--- config.mk ---
export PLATFORM = sky130hd
export DESIGN_NAME = gomoku_board_ctrl_flat
export DESIGN_NICKNAME = d
export VERILOG_FILES = /design/src/rtl/gomoku_board_ctrl_if.sv /design/src/rtl/gomoku_board_ctrl.sv /design/src/flat_wrapper.sv
export SDC_FILE = /design/constraint.sdc
export NUM_CORES = 2
export LEC_CHECK = 0
export CAP_MARGIN = 20
export CORE_UTILIZATION = 47
export CTS_BUF_LIST = sky130_fd_sc_hd__clkbuf_4
export DETAILED_ROUTE_END_ITERATION = 12
export REMOVE_ABC_BUFFERS = 1
export SLEW_MARGIN = 20
export SYNTH_ARGS = -nofsm -noshare
export SYNTH_HDL_FRONTEND = slang
export SYNTH_SLANG_ARGS = --single-unit
--- constraint.sdc ---
create_clock -name clk -period 38.7 [get_ports clk]
set_input_delay 7.74 -clock clk [delete_from_list [all_inputs] [get_ports clk]]
set_output_delay 7.74 -clock clk [all_outputs]
set_load 0.01 [all_outputs]
--- src/rtl/gomoku_board_ctrl_if.sv ---
// Button, read-port and status bundle between gomoku_board_ctrl and its host/renderer.
// No handshake: buttons are single-cycle pulses, status lines are level outputs.
interface gomoku_board_ctrl_if;
  logic       btn_up;
  logic       btn_down;
  logic       btn_left;
  logic       btn_right;
  logic       btn_place;
  logic       restart;
  logic [4:0] rd_row;
  logic [4:0] rd_col;
  logic [1:0] rd_cell;
  logic [4:0] cur_row;
  logic [4:0] cur_col;
  logic       turn;
  logic       busy;
  logic       game_over;
  logic [1:0] winner;

  modport master (
    output btn_up, btn_down, btn_left, btn_right, btn_place, restart, rd_row, rd_col,
    input  rd_cell, cur_row, cur_col, turn, busy, game_over, winner
  );

  modport slave (
    input  btn_up, btn_down, btn_left, btn_right, btn_place, restart, rd_row, rd_col,
    output rd_cell, cur_row, cur_col, turn, busy, game_over, winner
  );
endinterface

--- src/rtl/gomoku_board_ctrl.sv ---
// Gomoku board state, cursor and side-to-move with a sequential five-in-a-row check after each stone.
// Read port has 1-cycle latency; buttons other than restart are dropped while busy (no queuing).
module gomoku_board_ctrl #(
  parameter int GRID    = 19,
  parameter int WIN_LEN = 5
) (
  input  logic                clk,
  input  logic                rst,
  gomoku_board_ctrl_if.slave  bus
);

  typedef enum logic [2:0] {IDLE, PLACE, SCAN_POS, SCAN_NEG, NEXT_DIR, DONE} state_t;

  localparam int                KW     = $clog2(WIN_LEN);
  localparam int                RW     = $clog2(2 * WIN_LEN);
  localparam logic [4:0]        CENTER = 5'(GRID / 2);
  localparam logic [4:0]        LAST   = 5'(GRID - 1);
  localparam logic [8:0]        CELLS  = 9'(GRID * GRID);
  localparam logic [KW-1:0]     K_LAST = KW'(WIN_LEN - 1);
  localparam logic signed [5:0] GRID_S = 6'(GRID);

  logic [1:0]    board_q [GRID][GRID];
  logic [1:0]    board_d [GRID][GRID];
  state_t        state_q, state_d;
  logic [4:0]    cur_row_q, cur_row_d, cur_col_q, cur_col_d;
  logic [4:0]    pr_q, pr_d, pc_q, pc_d;
  logic [1:0]    colour_q, colour_d;
  logic [1:0]    dir_q, dir_d;
  logic [KW-1:0] k_q, k_d;
  logic [RW-1:0] run_q, run_d;
  logic [8:0]    count_q, count_d;
  logic          turn_q, turn_d, game_over_q, game_over_d;
  logic [1:0]    winner_q, winner_d, rd_cell_q, rd_cell_d;

  logic signed [5:0] k_s, r_step, c_step, probe_r, probe_c;
  logic              probe_in, probe_hit;

  // Probe (pr,pc) +/- k*dir; the sign flips for the negative half-scan.
  always_comb begin
    k_s    = 6'(k_q);
    r_step = (dir_q == 2'd0) ? 6'sd0 : k_s;
    case (dir_q)
      2'd0, 2'd2: c_step = k_s;
      2'd1:       c_step = 6'sd0;
      default:    c_step = -k_s;
    endcase
    if (state_q == SCAN_NEG) begin
      r_step = -r_step;
      c_step = -c_step;
    end
    probe_r   = $signed({1'b0, pr_q}) + r_step;
    probe_c   = $signed({1'b0, pc_q}) + c_step;
    probe_in  = (probe_r >= 6'sd0) && (probe_r < GRID_S) &&
                (probe_c >= 6'sd0) && (probe_c < GRID_S);
    probe_hit = 1'b0;
    if (probe_in) begin
      probe_hit = (board_q[probe_r[4:0]][probe_c[4:0]] == colour_q);
    end
  end

  always_comb begin
    rd_cell_d = 2'b00;
    if ((bus.rd_row < 5'(GRID)) && (bus.rd_col < 5'(GRID))) begin
      rd_cell_d = board_q[bus.rd_row][bus.rd_col];
    end
  end

  always_comb begin
    board_d     = board_q;
    state_d     = state_q;
    cur_row_d   = cur_row_q;
    cur_col_d   = cur_col_q;
    pr_d        = pr_q;
    pc_d        = pc_q;
    colour_d    = colour_q;
    dir_d       = dir_q;
    k_d         = k_q;
    run_d       = run_q;
    count_d     = count_q;
    turn_d      = turn_q;
    game_over_d = game_over_q;
    winner_d    = winner_q;

    if (bus.restart) begin
      for (int r = 0; r < GRID; r++) begin
        for (int c = 0; c < GRID; c++) begin
          board_d[r][c] = 2'b00;
        end
      end
      state_d     = IDLE;
      cur_row_d   = CENTER;
      cur_col_d   = CENTER;
      dir_d       = 2'd0;
      k_d         = KW'(1);
      run_d       = RW'(1);
      count_d     = 9'd0;
      turn_d      = 1'b0;
      game_over_d = 1'b0;
      winner_d    = 2'b00;
    end else begin
      case (state_q)
        IDLE: begin
          if (!game_over_q) begin
            if (bus.btn_up) begin
              cur_row_d = (cur_row_q == 5'd0) ? LAST : cur_row_q - 5'd1;
            end else if (bus.btn_down) begin
              cur_row_d = (cur_row_q == LAST) ? 5'd0 : cur_row_q + 5'd1;
            end else if (bus.btn_left) begin
              cur_col_d = (cur_col_q == 5'd0) ? LAST : cur_col_q - 5'd1;
            end else if (bus.btn_right) begin
              cur_col_d = (cur_col_q == LAST) ? 5'd0 : cur_col_q + 5'd1;
            end else if (bus.btn_place && (board_q[cur_row_q][cur_col_q] == 2'b00)) begin
              pr_d     = cur_row_q;
              pc_d     = cur_col_q;
              colour_d = turn_q ? 2'b10 : 2'b01;
              state_d  = PLACE;
            end
          end
        end
        PLACE: begin
          board_d[pr_q][pc_q] = colour_q;
          count_d = count_q + 9'd1;
          dir_d   = 2'd0;
          k_d     = KW'(1);
          run_d   = RW'(1);
          state_d = SCAN_POS;
        end
        SCAN_POS, SCAN_NEG: begin
          if (probe_hit) begin
            run_d = run_q + RW'(1);
          end
          // A miss or the last step both end this half-scan after using the cycle.
          if (!probe_hit || (k_q == K_LAST)) begin
            k_d     = KW'(1);
            state_d = (state_q == SCAN_POS) ? SCAN_NEG : NEXT_DIR;
          end else begin
            k_d = k_q + KW'(1);
          end
        end
        NEXT_DIR: begin
          if (run_q >= RW'(WIN_LEN)) begin
            winner_d    = colour_q;
            game_over_d = 1'b1;
            state_d     = DONE;
          end else if (dir_q != 2'd3) begin
            dir_d   = dir_q + 2'd1;
            k_d     = KW'(1);
            run_d   = RW'(1);
            state_d = SCAN_POS;
          end else if (count_q == CELLS) begin
            winner_d    = 2'b11;
            game_over_d = 1'b1;
            state_d     = DONE;
          end else begin
            turn_d  = ~turn_q;
            state_d = IDLE;
          end
        end
        DONE: begin
          state_d = DONE;
        end
        default: begin
          state_d = IDLE;
        end
      endcase
    end
  end

  always_ff @(posedge clk or posedge rst) begin
    if (rst) begin
      for (int r = 0; r < GRID; r++) begin
        for (int c = 0; c < GRID; c++) begin
          board_q[r][c] <= 2'b00;
        end
      end
      state_q     <= IDLE;
      cur_row_q   <= CENTER;
      cur_col_q   <= CENTER;
      pr_q        <= 5'd0;
      pc_q        <= 5'd0;
      colour_q    <= 2'b00;
      dir_q       <= 2'd0;
      k_q         <= KW'(1);
      run_q       <= RW'(1);
      count_q     <= 9'd0;
      turn_q      <= 1'b0;
      game_over_q <= 1'b0;
      winner_q    <= 2'b00;
      rd_cell_q   <= 2'b00;
    end else begin
      board_q     <= board_d;
      state_q     <= state_d;
      cur_row_q   <= cur_row_d;
      cur_col_q   <= cur_col_d;
      pr_q        <= pr_d;
      pc_q        <= pc_d;
      colour_q    <= colour_d;
      dir_q       <= dir_d;
      k_q         <= k_d;
      run_q       <= run_d;
      count_q     <= count_d;
      turn_q      <= turn_d;
      game_over_q <= game_over_d;
      winner_q    <= winner_d;
      rd_cell_q   <= rd_cell_d;
    end
  end

  assign bus.rd_cell   = rd_cell_q;
  assign bus.cur_row   = cur_row_q;
  assign bus.cur_col   = cur_col_q;
  assign bus.turn      = turn_q;
  assign bus.game_over = game_over_q;
  assign bus.winner    = winner_q;
  assign bus.busy      = (state_q == PLACE) || (state_q == SCAN_POS) ||
                         (state_q == SCAN_NEG) || (state_q == NEXT_DIR);

endmodule
--- src/flat_wrapper.sv ---
// flat-port wrapper written by rule: the top's interface ports become plain ports
module gomoku_board_ctrl_flat 
#(
  parameter int GRID    = 19,
  parameter int WIN_LEN = 5
)
  (clk, rst, bus_btn_up, bus_btn_down, bus_btn_left, bus_btn_right, bus_btn_place, bus_restart, bus_rd_row, bus_rd_col, bus_rd_cell, bus_cur_row, bus_cur_col, bus_turn, bus_busy, bus_game_over, bus_winner);
  gomoku_board_ctrl_if bus_i ();
  input  logic clk;
  input  logic rst;
  input wire logic [$bits(bus_i.btn_up)-1:0] bus_btn_up;
  input wire logic [$bits(bus_i.btn_down)-1:0] bus_btn_down;
  input wire logic [$bits(bus_i.btn_left)-1:0] bus_btn_left;
  input wire logic [$bits(bus_i.btn_right)-1:0] bus_btn_right;
  input wire logic [$bits(bus_i.btn_place)-1:0] bus_btn_place;
  input wire logic [$bits(bus_i.restart)-1:0] bus_restart;
  input wire logic [$bits(bus_i.rd_row)-1:0] bus_rd_row;
  input wire logic [$bits(bus_i.rd_col)-1:0] bus_rd_col;
  output wire logic [$bits(bus_i.rd_cell)-1:0] bus_rd_cell;
  output wire logic [$bits(bus_i.cur_row)-1:0] bus_cur_row;
  output wire logic [$bits(bus_i.cur_col)-1:0] bus_cur_col;
  output wire logic [$bits(bus_i.turn)-1:0] bus_turn;
  output wire logic [$bits(bus_i.busy)-1:0] bus_busy;
  output wire logic [$bits(bus_i.game_over)-1:0] bus_game_over;
  output wire logic [$bits(bus_i.winner)-1:0] bus_winner;
  assign bus_i.btn_up = bus_btn_up;
  assign bus_i.btn_down = bus_btn_down;
  assign bus_i.btn_left = bus_btn_left;
  assign bus_i.btn_right = bus_btn_right;
  assign bus_i.btn_place = bus_btn_place;
  assign bus_i.restart = bus_restart;
  assign bus_i.rd_row = bus_rd_row;
  assign bus_i.rd_col = bus_rd_col;
  assign bus_rd_cell = bus_i.rd_cell;
  assign bus_cur_row = bus_i.cur_row;
  assign bus_cur_col = bus_i.cur_col;
  assign bus_turn = bus_i.turn;
  assign bus_busy = bus_i.busy;
  assign bus_game_over = bus_i.game_over;
  assign bus_winner = bus_i.winner;
  gomoku_board_ctrl #(.GRID(GRID), .WIN_LEN(WIN_LEN)) u_core (.clk(clk), .rst(rst), .bus(bus_i));
endmodule
; ---- Word-level counts from Yosys, hierarchy flattened
; Cells that the tools add are included.
[op_classes]
add_sub_neg = 13
magnitude_cmp = 17
eq_ne = 30
mux = 92
bitwise_logic = 15
reduce_logical = 36
[ops]
columns = op, n
row1 = two-way mux 722 bit, 2
row2 = bitwise mux 722 bit, 1
row3 = binary-select mux 38 bit (select 5 bit), 3
row4 = two-way mux 38 bit, 7
row5 = demux 38 bit (select 5 bit), 1
row6 = two-way mux 5 bit, 16
row7 = two-way mux 3 bit, 17
row8 = >= comparator 6 bit (second input constant), 8
row9 = inverter 5 -> 6 bit, 8
row10 = two-way mux 2 bit, 17
row11 = binary-select mux 2 bit (select 5 bit), 3
row12 = two-way mux 9 bit, 2
row13 = inequality test 3 bit (second input constant), 6
row14 = two-way mux 4 bit, 4
row15 = inequality test 3 x 2 -> 1 bit (second input constant), 5
row16 = case mux 3 bit (5 select lines), 1
row17 = adder 6 bit, 2
row18 = >= comparator 6 x 1 -> 1 bit (second input constant), 2
row19 = < comparator 6 x 1 -> 1 bit (second input constant), 2
row20 = < comparator 6 bit (second input constant), 2
row21 = two-way mux 6 bit, 2
row22 = negation 6 bit, 2
row23 = case mux 4 bit (3 select lines), 1
row24 = case mux 6 bit (2 select lines), 1
row25 = 39 further kinds, 88
[word_totals]
reg_bits = 771
inputBits = 18
output_inout_bits = 17
word_cells = 578

; ---- Longest topological paths before layout
[depth]
depth_word = 19
mapped_depth = 22
mapped_depth_nobuf = 18

; ---- Worst setup path before layout
; No wires, ideal clock.
[synth_path]
path_type = input port to flip-flop
from = input port bus_rd_row[0]
to = register u_core.rd_cell_q[1], in the netlist u_core.bus.rd_cell[1]
setup_time_ps = 126
arrival_ps = 10640
t_required_ps = 38574
path_slack_ps = 27934
stages = 12
n_path_buf = 6
cell_sequence = clkbuf_1 -> buf_1 -> buf_2 -> buf_2 -> clkbuf_1 -> clkbuf_1 -> o21ai_0 -> nand3_1 -> o21ai_0 -> mux4_2 -> nand3b_1 -> o21ai_0
[synth_between]
elab_chain_len = 8
word_cells_on_any_way = 10
classes_between = 1 x order compare / 7 x mux / 1 x bitwise / 1 x reduce/logical
[synth_lines]
columns = element, line_no
row1 = "start, declared", flat_wrapper.sv:17  ; input wire logic [$bits(bus_i.rd_row)-1:0] bus_rd_row;
row2 = inverter 5 -> 6 bit (not written as such), gomoku_board_ctrl.sv:64  ; rd_cell_d = board_q[bus.rd_row][bus.rd_col];
row3 = binary-select mux 38 bit (select 5 bit), gomoku_board_ctrl.sv:64
row4 = two-way mux 38 bit (not written as such) (2 in a row), gomoku_board_ctrl.sv:64
row5 = binary-select mux 2 bit (select 5 bit), gomoku_board_ctrl.sv:64
row6 = two-way mux 2 bit (not written as such) (2 in a row), gomoku_board_ctrl.sv:64
row7 = two-way mux 2 bit *, gomoku_board_ctrl.sv:63  ; if ((bus.rd_row < 5'(GRID)) && (bus.rd_col < 5'(GRID))) begin
row8 = named net u_core.rd_cell_d[1], gomoku_board_ctrl.sv:33  ; logic [1:0] winner_q, winner_d, rd_cell_q, rd_cell_d;
row9 = "end signal, assigned", gomoku_board_ctrl.sv:205  ; rd_cell_q <= rd_cell_d;
row10 = "end, declared", gomoku_board_ctrl.sv:33
; Mark *: on every way through the listed nets, which the timed path passes. The rest lies on a longest branch. The select of a mux whose other input is x is not followed.
; A chain may end at the register's enable or synchronous reset.

; ---- Worst setup path in the final report
; Same ends and word-level chain as after synthesis.

==> flow_summary.yaml <==
power:
  clockPowerShare_pct: 32.8
  powerDensity_nw_per_um2: 42.61
  combPwrFrac_pct: 32.1
  power_frac_seq_pct: 35.1
  intPower_uw: 1399
  vdd_drop_max_mv: 0.03368
  power.total_uw: 2370
  swShare_pct: 40.97
  cellLeakagePower_uw: 0.02060
  switchingPower_uw: 971.2
sta:
  fmax_ghz: 0.08762
  finalClockSkew_ns: 0.09651
  finalCritPeriodShare_pct: 29.49
  setup_slack_ns: 27.29
  hold_violations: 0
  drv_slew: 0
  setup_viol: 0
  grt_setup_unrepaired: "no"
  worst_pin_slew_ns: 1.246
  finalSetupTns_ns: 0
  relSlewSlack_pct: 16.92
  final.min_clock_period_ns: 11.41
routing:
  drt_wl_total_um: 207600
  num_vias: 49990
  drc: 0
  final_antenna_net_count: 0
  drtIter0Drc: 6955
  detail_route.vias_per_cell: 6.793
  drt_pass1_iterations: 8
  wl_per_cell_um: 28.21
synth:
  synth_area_leader_cell: "dfrtp_1"
  synth_cell_types: 91
  postSynthCellCount: 5918
  yosysMostFrequentCell: "nand2_1"
  synth_seq_cells: 771
  synth_edf_count: 0
  syn_area_sq_um: 51870
  ys_seq_area_share_pct: 37.21
  synth_common_cells: "nand2_1 (976), a21oi_1 (890), dfrtp_1 (765)"
  yosys_warnings: 0
  ys_async_sr_fraction_pct: 100.0
  synth_top_area_share_pct: 36.91
  synth_top_flop_cell: "dfrtp_1"
  synth.area.top_cells: "dfrtp_1 (37%), mux4_2 (17%), a21oi_1 (8.6%), nand2_1 (7.1%), o21ai_0 (6.6%)"
  synth.avg_cell_area_sq_um: 8.764
clock_tree:
  cts_max_level: 4
  clock_latency_ns: 1.20
  root_buffer: "clkbuf_4"
  cts_made_buffers: 218
  cts_setup_buffers: 0
  ctsResizeCount: 0
  tritoncts: "built"
  cts.sinks: 771
  path_clk_slew_ns: 0.07
  ctsHoldBuffers: 0
  cts_max_path_buffers: 3
floorplanning:
  rows: 121
  io-pin-count: 35
  dieArea_sq_um: 111700
  start_util_pct: 47.52
  die_h_um: 334.2
  die_w_um: 334.2
  core_sq_um: 109200
finish:
  drive_gt1_share_pct: 16.14
  regArea_sq_um: 19320
  multiInputGateArea_sq_um: 30150
  area_growth_pct: 7.259
  fin_nets: 5745
  nFillCells: 10350
worst_setup_path:
  worstSetupPathType: "in -> reg"
  startpoint: "bus_rd_row[0]"
  worstPathRequired_ns: 39.74
  path_cells: "buf_8 -> buf_4 -> buf_4 -> mux4_2 -> mux4_2 -> mux2i_1 -> o21ai_0 -> mux4_2 -> o21ai_0 -> o21ai_0"
  reg2reg_from: "u_core.state_q[2]"
  slowest_stage: "buf_4"
  cpPeakStageDelay_ns: 0.70
  cp.arrival_ns: 12.45
  critical_path.max_fanout: 74
  end_kind: "flop"
  start_kind: "primary input"
placement:
  gp_congestion: 0.9914
  pre_cts_ws_ns: 26.19
  numPortBuffers: 34
  dpl.hpwl_um: 130300
global_route:
  gr-total-overflow: 0
  grt_pass1_wl_um: 309100
  grt_pass1_vias: 46280
  grt_use_total_pct: 36.96
  antenna_found_initial: 10
  grt_max_degree: 221
hold_path:
  hold_path.class: "reg -> reg"
  hp-start: "u_core.dir_q[1]"
outcome:
  outcome: "finished clean"
flow_run:
  max_cap_viol_count: 0
## flip-flops by register name, indices dropped and copies added, names as in the netlist
name	cells
u_core.count_q	9
u_core.bus.cur_row	5
u_core.bus.turn	1
u_core.run_q	4
u_core.bus.rd_cell	2
u_core.dir_q	2
u_core.colour_q	2
u_core.bus.game_over	1
u_core.pc_q	5
u_core.state_q	3
u_core.board_q	722
u_core.pr_q	5
u_core.k_q	3
u_core.bus.cur_col	5
u_core.bus.winner	2
## final timing paths
kind,to,slack [ns],cells after the start
worst max-delay path,u_core.bus.rd_cell[1],27.29,10
worst min-delay path,u_core.dir_q[1],0.53,2
worst max register to register,u_core.run_q[2],31.13,17
worst min register to register,u_core.dir_q[1],0.53,2
max in group asynchronous,u_core.board_q[580],28.43,5
min in group asynchronous,u_core.board_q[192],7.09,2
## per-stage QoR
stage,util [%],area (sq um),cells,hold WS [ns]
4_1_cts,50.92,55580,7344,0.5191
3_3_place_gp,48.36,52790,6951,0.4933
2_1_floorplan,-,49380,5319,0.4694
3_5_place_dp,48.38,52810,6952,0.4965
5_1_grt,50.95,55620,7352,0.5477
6_report,50.97,55630,7358,0.5271
## cells in the final DEF (no fill, tap or decap), types with 11 or more instances in the layout
cell type,Yosys,final
o211ai_1,27,27
and2_1,11,11
o22ai_1,34,34
nand4_1,22,22
diode_2,0,13
buf_4,9,118
nor3_1,165,160
nor2_1,589,581
dfrtp_1,765,760
mux4_2,387,387
mux2_2,24,24
clkdlybuf4s50_1,0,28
ha_1,28,27
xnor2_1,13,12
o21ai_0,680,680
clkinv_1,0,60
a31oi_1,24,24
nand2_2,0,12
mux2i_1,147,147
or3_1,13,13
a21oi_1,890,890
o221ai_1,17,17
clkbuf_4,0,310
inv_1,35,34
nand2_1,976,964
a21o_1,11,11
nand3_1,150,147
nand2b_1,18,18
nor2b_1,13,12
a211oi_1,67,67
o31ai_1,12,12
## logic make-up (layout without fill, tap and decap cells)
| logic type | Yosys count | after routing | share of synthesized area [%] |
|---|---|---|---|
| XOR/XNOR | 25 | 25 | 0.4873 |
| multiplexers | 566 | 566 | 20.57 |
| flip-flops | 771 | 771 | 37.21 |
| AO/OA/AOI/OAI | 1874 | 1874 | 19.77 |
| buffers and inverters | 637 | 588 | 5.073 |
| AND/OR/NAND/NOR | 2015 | 2015 | 16.14 |
| other | 0 | 13 | 0 |
| adder cells (fa/ha/maj) | 30 | 30 | 0.7527 |
## power by group through the flow
stage          clock network [uW]  registers (uW)  logic (uW)
2_1_floorplan                   0             865         367
3_3_place_gp                    0             846         724
3_5_place_dp                    0             845         728
4_1_cts                       790             831         729
5_1_grt                       832             832         776
6_report                      777             832         761
## layout make-up
| cell class | instances | share of cell area, % |
|---|---|---|
| sequential | 771 | 34.73 |
| tap | 1476 | 3.320 |
| multi-input combinational | 4510 | 54.19 |
| clock buffer | 310 | 4.183 |
| inverter | 38 | 0.2721 |
| timing repair buffer | 158 | 2.438 |
| clock inverter | 82 | 0.8074 |
| antenna | 13 | 0.05848 |
## worst max-delay path: cells and delay by family
family | cells | cell delay, ns
mux | 4 | 2.12
buf+inv | 3 | 1.98
compound gates | 3 | 0.45
## per-layer routing
metal / part of all wire (%) / routed length (um) / track usage [%]
met4: 5.7 / 11740 / 20.18
met3: 13 / 26070 / 11.13
met2: 43 / 88290 / 52.43
met5: 0.018 / 37 / 0
met1: 39 / 81460 / 50.49
Note: power is estimated with default switching activity, not from simulation.
